<file path="config.mk">
export PLATFORM = sky130hd
export DESIGN_NAME = jtgng_joy_ser_tx
export DESIGN_NICKNAME = d
export VERILOG_FILES = /design/src/rtl/jtgng_joy_pkg.sv /design/src/rtl/jtgng_sync_bit.sv /design/src/rtl/jtgng_joy_ser_tx.sv
export SDC_FILE = /design/constraint.sdc
export NUM_CORES = 1
export LEC_CHECK = 0
export CELL_PAD_IN_SITES_DETAIL_PLACEMENT = 1
export CELL_PAD_IN_SITES_GLOBAL_PLACEMENT = 2
export CORE_ASPECT_RATIO = 1.25
export CORE_MARGIN = 2
export CORE_UTILIZATION = 30
export CTS_BUF_LIST = sky130_fd_sc_hd__clkbuf_4 sky130_fd_sc_hd__clkbuf_8
export CTS_CLUSTER_SIZE = 16
export DETAILED_ROUTE_END_ITERATION = 10
export PLACE_DENSITY_LB_ADDON = 0.1
export RECOVER_POWER = 100
export SLEW_MARGIN = 20
export SYNTH_ARGS = -nofsm -noshare
export SYNTH_HDL_FRONTEND = slang
export SYNTH_SLANG_ARGS = --single-unit
export TNS_END_PERCENT = 20
</file>
<file path="constraint.sdc">
create_clock -name clk_sys -period 6.6 [get_ports clk_sys]
set_clock_uncertainty 0.2 [all_clocks]
set_input_delay 0.99 -clock clk_sys [delete_from_list [all_inputs] [get_ports clk_sys]]
set_output_delay 0.99 -clock clk_sys [all_outputs]
set_load 0.01 [all_outputs]
</file>
<file path="src/rtl/jtgng_joy_pkg.sv">
`timescale 1ns/1ps
// Shared definitions for the serial joystick transmitter: FSM states, default
// frame length and the table that maps each serial position to a button.
package jtgng_joy_pkg;

  localparam int FRAME_LEN_DEF = 25;
  localparam int MAP_LEN       = 24;

  typedef enum logic [1:0] {
    ST_IDLE,
    ST_LOAD,
    ST_SHIFT,
    ST_DONE
  } joy_state_e;

  // player: 0 = joystick1, 1 = joystick2; bit_idx selects the button bit.
  typedef struct packed {
    logic       player;
    logic [3:0] bit_idx;
  } map_entry_t;

  // Entry [i] describes serial position i+1 (listed here from position 24 down).
  localparam map_entry_t [MAP_LEN-1:0] POS_MAP = {
    {1'b0, 4'd7},  {1'b0, 4'd9},  {1'b0, 4'd11}, {1'b0, 4'd10},
    {1'b1, 4'd7},  {1'b1, 4'd9},  {1'b1, 4'd11}, {1'b1, 4'd10},
    {1'b1, 4'd3},  {1'b1, 4'd2},  {1'b1, 4'd1},  {1'b1, 4'd0},
    {1'b1, 4'd4},  {1'b1, 4'd5},  {1'b1, 4'd6},  {1'b1, 4'd8},
    {1'b0, 4'd3},  {1'b0, 4'd2},  {1'b0, 4'd1},  {1'b0, 4'd0},
    {1'b0, 4'd4},  {1'b0, 4'd5},  {1'b0, 4'd6},  {1'b0, 4'd8}
  };

  // Returns the active-high pressed state in serial order (bit i = position i+1).
  function automatic logic [MAP_LEN-1:0] map_buttons(input logic [15:0] j1,
                                                     input logic [15:0] j2);
    logic [MAP_LEN-1:0] pressed;
    pressed = '0;
    for (int i = 0; i < MAP_LEN; i++) begin
      pressed[i] = POS_MAP[i].player ? j2[POS_MAP[i].bit_idx] : j1[POS_MAP[i].bit_idx];
    end
    return pressed;
  endfunction

endpackage

</file>
<file path="src/rtl/jtgng_sync_bit.sv">
`timescale 1ns/1ps
// Multi-flop synchronizer bringing one asynchronous bit into the clk_sys domain.
module jtgng_sync_bit #(
  parameter int   STAGES  = 2,
  parameter logic RST_VAL = 1'b1
) (
  input  logic clk_sys,
  input  logic rst,
  input  logic din,
  output logic dout
);

  logic [STAGES-1:0] chain_q;
  logic [STAGES-1:0] chain_d;

  always_comb begin
    chain_d = {chain_q[STAGES-2:0], din};
  end

  // NOTE: sequential state uses non-blocking assignments only, so every flop
  // samples the pre-edge value of its neighbour and the chain really shifts.
  always_ff @(posedge clk_sys) begin
    if (rst) chain_q <= {STAGES{RST_VAL}};
    else     chain_q <= chain_d;
  end

  assign dout = chain_q[STAGES-1];

endmodule

</file>
<file path="src/rtl/jtgng_joy_ser_tx.sv">
`timescale 1ns/1ps
// Serial joystick transmitter: snapshots two 16-bit button words on a load
// strobe and shifts them out, active-low, one position per reader clock edge.
module jtgng_joy_ser_tx
  import jtgng_joy_pkg::*;
#(
  parameter int SYNC_STAGES = 2,
  parameter int FRAME_LEN   = FRAME_LEN_DEF
) (
  input  logic        clk_sys,
  input  logic        rst,
  input  logic [15:0] joystick1,
  input  logic [15:0] joystick2,
  input  logic        joy_clk,
  input  logic        joy_load,
  output logic        joy_data,
  output logic        busy,
  output logic        frame_done
);

  localparam int POS_W  = $clog2(FRAME_LEN + 1);
  localparam int LOAD_N = (FRAME_LEN - 1 < MAP_LEN) ? FRAME_LEN - 1 : MAP_LEN;

  logic joy_clk_s, joy_load_s, clk_rise;

  jtgng_sync_bit #(.STAGES(SYNC_STAGES), .RST_VAL(1'b0)) u_sync_clk (
    .clk_sys (clk_sys),
    .rst     (rst),
    .din     (joy_clk),
    .dout    (joy_clk_s)
  );

  jtgng_sync_bit #(.STAGES(SYNC_STAGES), .RST_VAL(1'b1)) u_sync_load (
    .clk_sys (clk_sys),
    .rst     (rst),
    .din     (joy_load),
    .dout    (joy_load_s)
  );

  joy_state_e           state_q, state_d;
  logic [POS_W-1:0]     pos_q, pos_d;
  logic [FRAME_LEN-1:0] sr_q, sr_d;
  logic                 joy_clk_prev_q, joy_clk_prev_d;
  logic                 joy_data_q, joy_data_d;
  logic                 busy_q, busy_d;
  logic                 frame_done_q, frame_done_d;

  logic [MAP_LEN-1:0]   pressed;
  logic [FRAME_LEN-1:0] load_frame;
  logic                 unused_btn;

  assign clk_rise   = joy_clk_s & ~joy_clk_prev_q;
  assign unused_btn = ^{joystick1[15:12], joystick2[15:12]};

  // Frame image kept active-low; position 0 is the idle-high pad bit.
  always_comb begin
    pressed    = map_buttons(joystick1, joystick2);
    load_frame = '1;
    for (int p = 0; p < LOAD_N; p++) begin
      load_frame[p+1] = ~pressed[p];
    end
  end

  // NOTE: every signal written here gets a default first, so no path through
  // the case statement can leave one unassigned and infer a latch.
  always_comb begin
    state_d        = state_q;
    pos_d          = pos_q;
    sr_d           = sr_q;
    frame_done_d   = 1'b0;
    joy_clk_prev_d = joy_clk_s;

    unique case (state_q)
      ST_IDLE:  if (!joy_load_s) state_d = ST_LOAD;
      ST_LOAD:  if (joy_load_s)  state_d = ST_SHIFT;
      ST_SHIFT: begin
        // A load request wins over a simultaneous clock edge.
        if (!joy_load_s) begin
          state_d = ST_LOAD;
        end else if (clk_rise) begin
          sr_d  = {1'b1, sr_q[FRAME_LEN-1:1]};
          pos_d = pos_q + POS_W'(1);
          if (pos_d == POS_W'(FRAME_LEN)) begin
            state_d      = ST_DONE;
            frame_done_d = 1'b1;
          end
        end
      end
      ST_DONE:  if (!joy_load_s) state_d = ST_LOAD;
      default:  state_d = ST_IDLE;
    endcase

    if (state_d == ST_LOAD) begin
      sr_d  = load_frame;
      pos_d = '0;
    end

    joy_data_d = (state_d == ST_SHIFT) ? sr_d[0] : 1'b1;
    busy_d     = (state_d == ST_LOAD) || (state_d == ST_SHIFT);
  end

  always_ff @(posedge clk_sys) begin
    if (rst) begin
      state_q        <= ST_IDLE;
      pos_q          <= '0;
      sr_q           <= '1;
      joy_clk_prev_q <= 1'b0;
      joy_data_q     <= 1'b1;
      busy_q         <= 1'b0;
      frame_done_q   <= 1'b0;
    end else begin
      state_q        <= state_d;
      pos_q          <= pos_d;
      sr_q           <= sr_d;
      joy_clk_prev_q <= joy_clk_prev_d;
      joy_data_q     <= joy_data_d;
      busy_q         <= busy_d;
      frame_done_q   <= frame_done_d;
    end
  end

  assign joy_data   = joy_data_q;
  assign busy       = busy_q;
  assign frame_done = frame_done_q;

endmodule

</file>
## Word level (Yosys, flattened, before mapping)

Index checks and enable logic that the tools add are counted.

- Word-level logic and storage cells: 69
- Bits in registers: 40
- Output and inout bits: 3
- Memories: 0
- Bits in writable memories: 0
- ROM bits: 0
- Latch bits: 0
- Input bits: 36

- Shifts and indexed selects: 0
- Add/subtract/negate cells: 1
- Multipliers: 0
- Equal/unequal tests: 6
- Mux-type cells: 11
- Bitwise logic cells: 30
- Div/mod/pow operators: 0
- $lt $le $gt $ge: 0
- Reductions and logical operators: 11

Operator list:

| cell | number |
|---|---|
| 25-bit two-way mux | 4 |
| 1-bit inverter | 29 |
| 2-bit two-way mux | 5 |
| 2-bit == test (second input constant) | 3 |
| 2-bit case mux with 3 select lines | 1 |
| 3-bit AND reduction | 2 |
| 2-bit nonzero test | 3 |
| 2-bit OR reduction | 3 |
| 5-bit by 1-bit adder with 5-bit output (second input constant) | 1 |
| 5-bit == test (second input constant) | 1 |
| 2-bit by 1-bit == test with 1-bit output (second input constant) | 2 |
| 4-bit OR reduction | 1 |
| 2-bit zero test | 1 |
| 1-bit AND | 1 |
| 1-bit logical OR | 1 |
| 1-bit two-way mux | 1 |

## Longest topological paths before layout

- Depth in word-level cells: 9
- Gate-level depth with buffers: 12
- Depth with buffers taken out: 10

## By module

Synthesis repeated with hierarchy kept, for this count alone.

- Cell total of the unflattened synthesis: 239
- Area, all modules: 1815.5 um2

By module, submodules not included:

| module | area an instance (um2) | sequential area each (um2) | cells an instance | times used |
|---|---|---|---|---|
| jtgng_joy_ser_tx | 1710.4 | 720.7 | 231 | 1 |
| jtgng_sync_bit | 52.6 | 40.0 | 4 | 2 |

## Least setup slack after synthesis

Ideal clock, no wire load.

- Kind: reg2reg
- Start: register pos_q[0]
- End: register joy_data_q (netlist: joy_data)
- Buffers on the path: 2
- Cell stages (with the launch flop): 11
- Data required time: 6.272 ns
- Library setup time: 0.128 ns
- Arrival: 2.079 ns
- Setup slack: 4.193 ns
- Clock period less this slack: 2.407 ns
- Path through: dfxtp_1 -> ha_1 -> nand4bb_1 -> nor3_1 -> a21oi_1 -> and2_1 -> ha_1 -> buf_2 -> nor2_1 -> buf_2 -> nand4_1

- Longest elaborated chain between the ends: 9
- Elaborated cells on any way between the ends: 11
- Those cells by class: 1 x add/sub; 3 x eq/ne; 5 x mux; 1 x bitwise; 1 x reduce/logical

RTL lines:

| what | RTL line | text |
|---|---|---|
| start: declaration | jtgng_joy_ser_tx.sv:41 | `logic [POS_W-1:0] pos_q, pos_d;` |
| start signal: assignment | jtgng_joy_ser_tx.sv:113 | `pos_q <= pos_d;` |
| 5-bit by 1-bit adder with 5-bit output (*) | jtgng_joy_ser_tx.sv:82 | `pos_d = pos_q + POS_W'(1);` |
| 5-bit == test (*) | jtgng_joy_ser_tx.sv:83 | `if (pos_d == POS_W'(FRAME_LEN)) begin` |
| 2-bit two-way mux (*) | jtgng_joy_ser_tx.sv:83 |  |
| 2-bit two-way mux (*) | jtgng_joy_ser_tx.sv:80 | `end else if (clk_rise) begin` |
| 2-bit two-way mux (*) | jtgng_joy_ser_tx.sv:78 | `if (!joy_load_s) begin` |
| 2-bit case mux with 3 select lines (*) | jtgng_joy_ser_tx.sv:73 | `unique case (state_q)` |
| 2-bit == test | jtgng_joy_ser_tx.sv:98 | `joy_data_d = (state_d == ST_SHIFT) ? sr_d[0] : 1'b1;` |
| 1-bit inverter (no source line) | -- |  |
| 2-bit OR reduction (no source line) | -- |  |
| end signal: assignment | jtgng_joy_ser_tx.sv:116 | `joy_data_q <= joy_data_d;` |
| end: declaration | jtgng_joy_ser_tx.sv:44 | `logic joy_data_q, joy_data_d;` |

Mark *: on every way between the ends. The rest lies on a longest branch, timed or not.
A chain may end at the register's enable or synchronous reset.

==> qor.csv <==
stage;metric;value;unit
routing;remaining_drc_errors;0;
placement;routabilityCongestion;0.7412;
sta;fmaxAchievable;0.2568;GHz
setup_path;crit_type;primary input to register;
global_route;antenna_found_initial;0;
finish;fillers;726;
finish;ff_latch_area;800.8;um^2
job;drv_cap;1;
global_route;grt_pass1_wl;7569;um
synthesis;syn_nets;284;
clocking;clock_latency;0.29;ns
sta;finalSetupViolCount;0;
routing;via_per_inst;4.745;
sta;worst_pin_slew;1.587;ns
synthesis;yosys-mux-area-fraction;0;
synthesis;ys_warn_count;0;
synthesis;yosysSeqAreaShare;0.4348;
finish;num_antenna_cells;0;
synthesis;yosysUniqueCellTypes;34;
power;p_per_area;217.8;mW/mm^2
placement;post-dp-hpwl;2713;um
synthesis;yosys.area_share.adder;0.04076;
clocking;post_cts_buffers;0;
sta;rsz0062_at_grt;no;
min_path;hp-class;register to register;
finish;multi_input_area;939.7;um^2
clocking;cts_tree;done;
sta;post-route-min-period;3.894;ns
routing;wl_met1;2034;um
clocking;cts_made_buffers;5;
global_route;grt_overflow;0;
power;p_total;0.4935;mW
floorplan;rows;31;
finish;synthToLayoutAreaGrowth;23.03;%
clocking;cts_max_level;2;
floorplan;fp.dieW;74.08;um
sta;fin_crit_sh;0.5900;
placement;numPortBuffers;30;
clocking;clock_path_buffers;2;
global_route;grt_pass1_vias;1692;
setup_path;crit_arrival;3.91;ns
synthesis;syn-instance-count;242;
global_route;grt_max_degree;36;
setup_path;crit_fanout;35;
setup_path;critPathLaunchType;primary input;
finish;final_cell_mix;nand2_1, dfxtp_1, nor2_1;
synthesis;ys_seq_elements;40;
synthesis;netlist_area;0.001842;mm^2
routing;via_count;1656;
floorplan;start_util;0.3145;
finish;num-nets-final;308;
clocking;cts_hold_buffers;0;
finish;drive_above_1_share;0.06367;
floorplan;io_pins;39;
routing;drt_iter0_drc;68;
clocking;cts-resized-gates;0;
routing;maxUsedRoutingLayer;met4;
synthesis;synth_top_family_by_area;simple AND/OR/NAND/NOR gates;
power;p_leak;0.9260;nW
sta;tns;0;ns
sta;slew-limit-headroom;-0.05801;
synthesis;synth_compound_area_frac;0.1182;
finish;final_common_cell;nand2_1;
routing;drtPass1Iterations;4;
clocking;root_buffer;clkbuf_8;
floorplan;die_h;91.60;um
clocking;path_clk_slew;0.08;ns
min_path;min_path_cells;1;
status;status;finished with violations;
clocking;clkSinkCount;40;
routing;postRouteAntennaNets;0;
global_route;gr-usage-all-layers;0.1422;
routing;post_drt_wl_per_cell;12.15;um
synthesis;yosys.area_share.xor_xnor;0.01902;
status;violations;max-capacitance violations, max-slew violations;
power;vdd_drop_max;69.88;uV
setup_path;reg2reg_depth;9;
setup_path;timing.critical_path.to_type;register;
floorplan;fp.dieArea;0.006786;mm^2
routing;routed-wl-met2;2037;um
routing;wl_met3;117;um
synthesis;avgSynthCellArea;7.611;um^2
sta;maxSlewViolCount;36;
setup_path;worstPathRequired;6.61;ns
floorplan;core;0.005857;mm^2
sta;hold_viol_final;0;
synthesis;synth-simple-area-share;0.3336;
routing;wirelength;4239;um
-- worst paths after layout --
kind	startpoint	endpoint	slack [ns]
worst min register to register	u_sync_load.chain_q[0]	u_sync_load.chain_q[1]	0.22
worst max-delay path	rst	sr_q[23]	2.71
worst min-delay path	u_sync_load.chain_q[0]	u_sync_load.chain_q[1]	0.22
worst max register to register	pos_q[0]	joy_data	3.07
-- layout make-up --
class / instances / area share
clock inverter: 2 / 0.004417
inverter: 6 / 0.009939
multi-input combinational: 181 / 0.4147
tap: 82 / 0.04528
clock buffer: 6 / 0.03644
sequential: 40 / 0.3534
timing repair buffer: 32 / 0.1358
-- synthesized netlist by cell type (all sizes together) --
cell,number,area share
nand2,78,0.16
dfxtp,40,0.43
nor2,30,0.061
a31oi,24,0.082
buf,11,0.033
a21oi,7,0.019
ha,6,0.041
inv,6,0.012
clkbuf,4,0.0081
nor2b,4,0.014
or2,4,0.014
and2,3,0.010
nand3,3,0.014
nor3,3,0.011
o21ai,3,0.0081
xor2,3,0.014
nand2b,2,0.0068
nand3b,2,0.0081
nand4b,2,0.013
and4b,1,0.0075
nand4,1,0.0034
nand4bb,1,0.0061
nor3b,1,0.0068
o311ai,1,0.0048
o31a,1,0.0048
xnor2,1,0.0048
-- stage by stage --
| step | setup WS (ns) | instance area [um^2] | utilization | hold WS [ns] | std cells |
|---|---|---|---|---|---|
| 5_1_grt | 2.427 | 2266 | 0.3869 | 0.2467 | 349 |
| 3_5_place_dp | 3.004 | 2183 | 0.3728 | 0.2037 | 341 |
| 2_1_floorplan | 4.193 | 1842 | - | 0.1895 | 242 |
| 4_1_cts | 2.988 | 2276 | 0.3886 | 0.2228 | 349 |
| 3_3_place_gp | 3.026 | 2183 | 0.3728 | 0.1938 | 341 |
| 6_report | 2.706 | 2266 | 0.3869 | 0.2181 | 349 |
-- state kept, by name (all words and copies together), names as in the netlist --
register             cells
pos_q                    5
state_q                  2
joy_data                 1
u_sync_load.chain_q      2
sr_q                    25
busy                     1
u_sync_clk.chain_q       2
joy_clk_prev_q           1
frame_done               1
-- worst max-delay path, cell delays in order --
cell and delay, ns:
dlygate4sd3_1 0.52, clkbuf_1 1.15, nor2_1 0.58, clkbuf_1 0.42, a31oi_1 0.23
-- cell families (layout without fill, tap and decap cells) --
kind of cell	count (synthesis)	count (layout)
adders and majority gates	6	6
DFF	40	40
AOI/OAI and AO/OA	36	36
buffers and inverters	21	46
xor gates and xnor gates	4	4
and+or+nand+nor	135	135
-- report_power, final --
group | switching, mW | leakage (nW) | internal (mW) | total (mW)
logic | 0.0325 | 0.548 | 0.0316 | 0.0641
clock network | 0.0838 | 0.0510 | 0.0834 | 0.167
registers | 0.00709 | 0.327 | 0.255 | 0.262
-- per-layer routing --
metal,GRT usage,up-vias
met4,0.05455,0
met1,0.1753,789
met5,0,-
li1,-,840
met2,0.2314,23
met3,0.03774,4
Power figures use the tool's default switching activity.
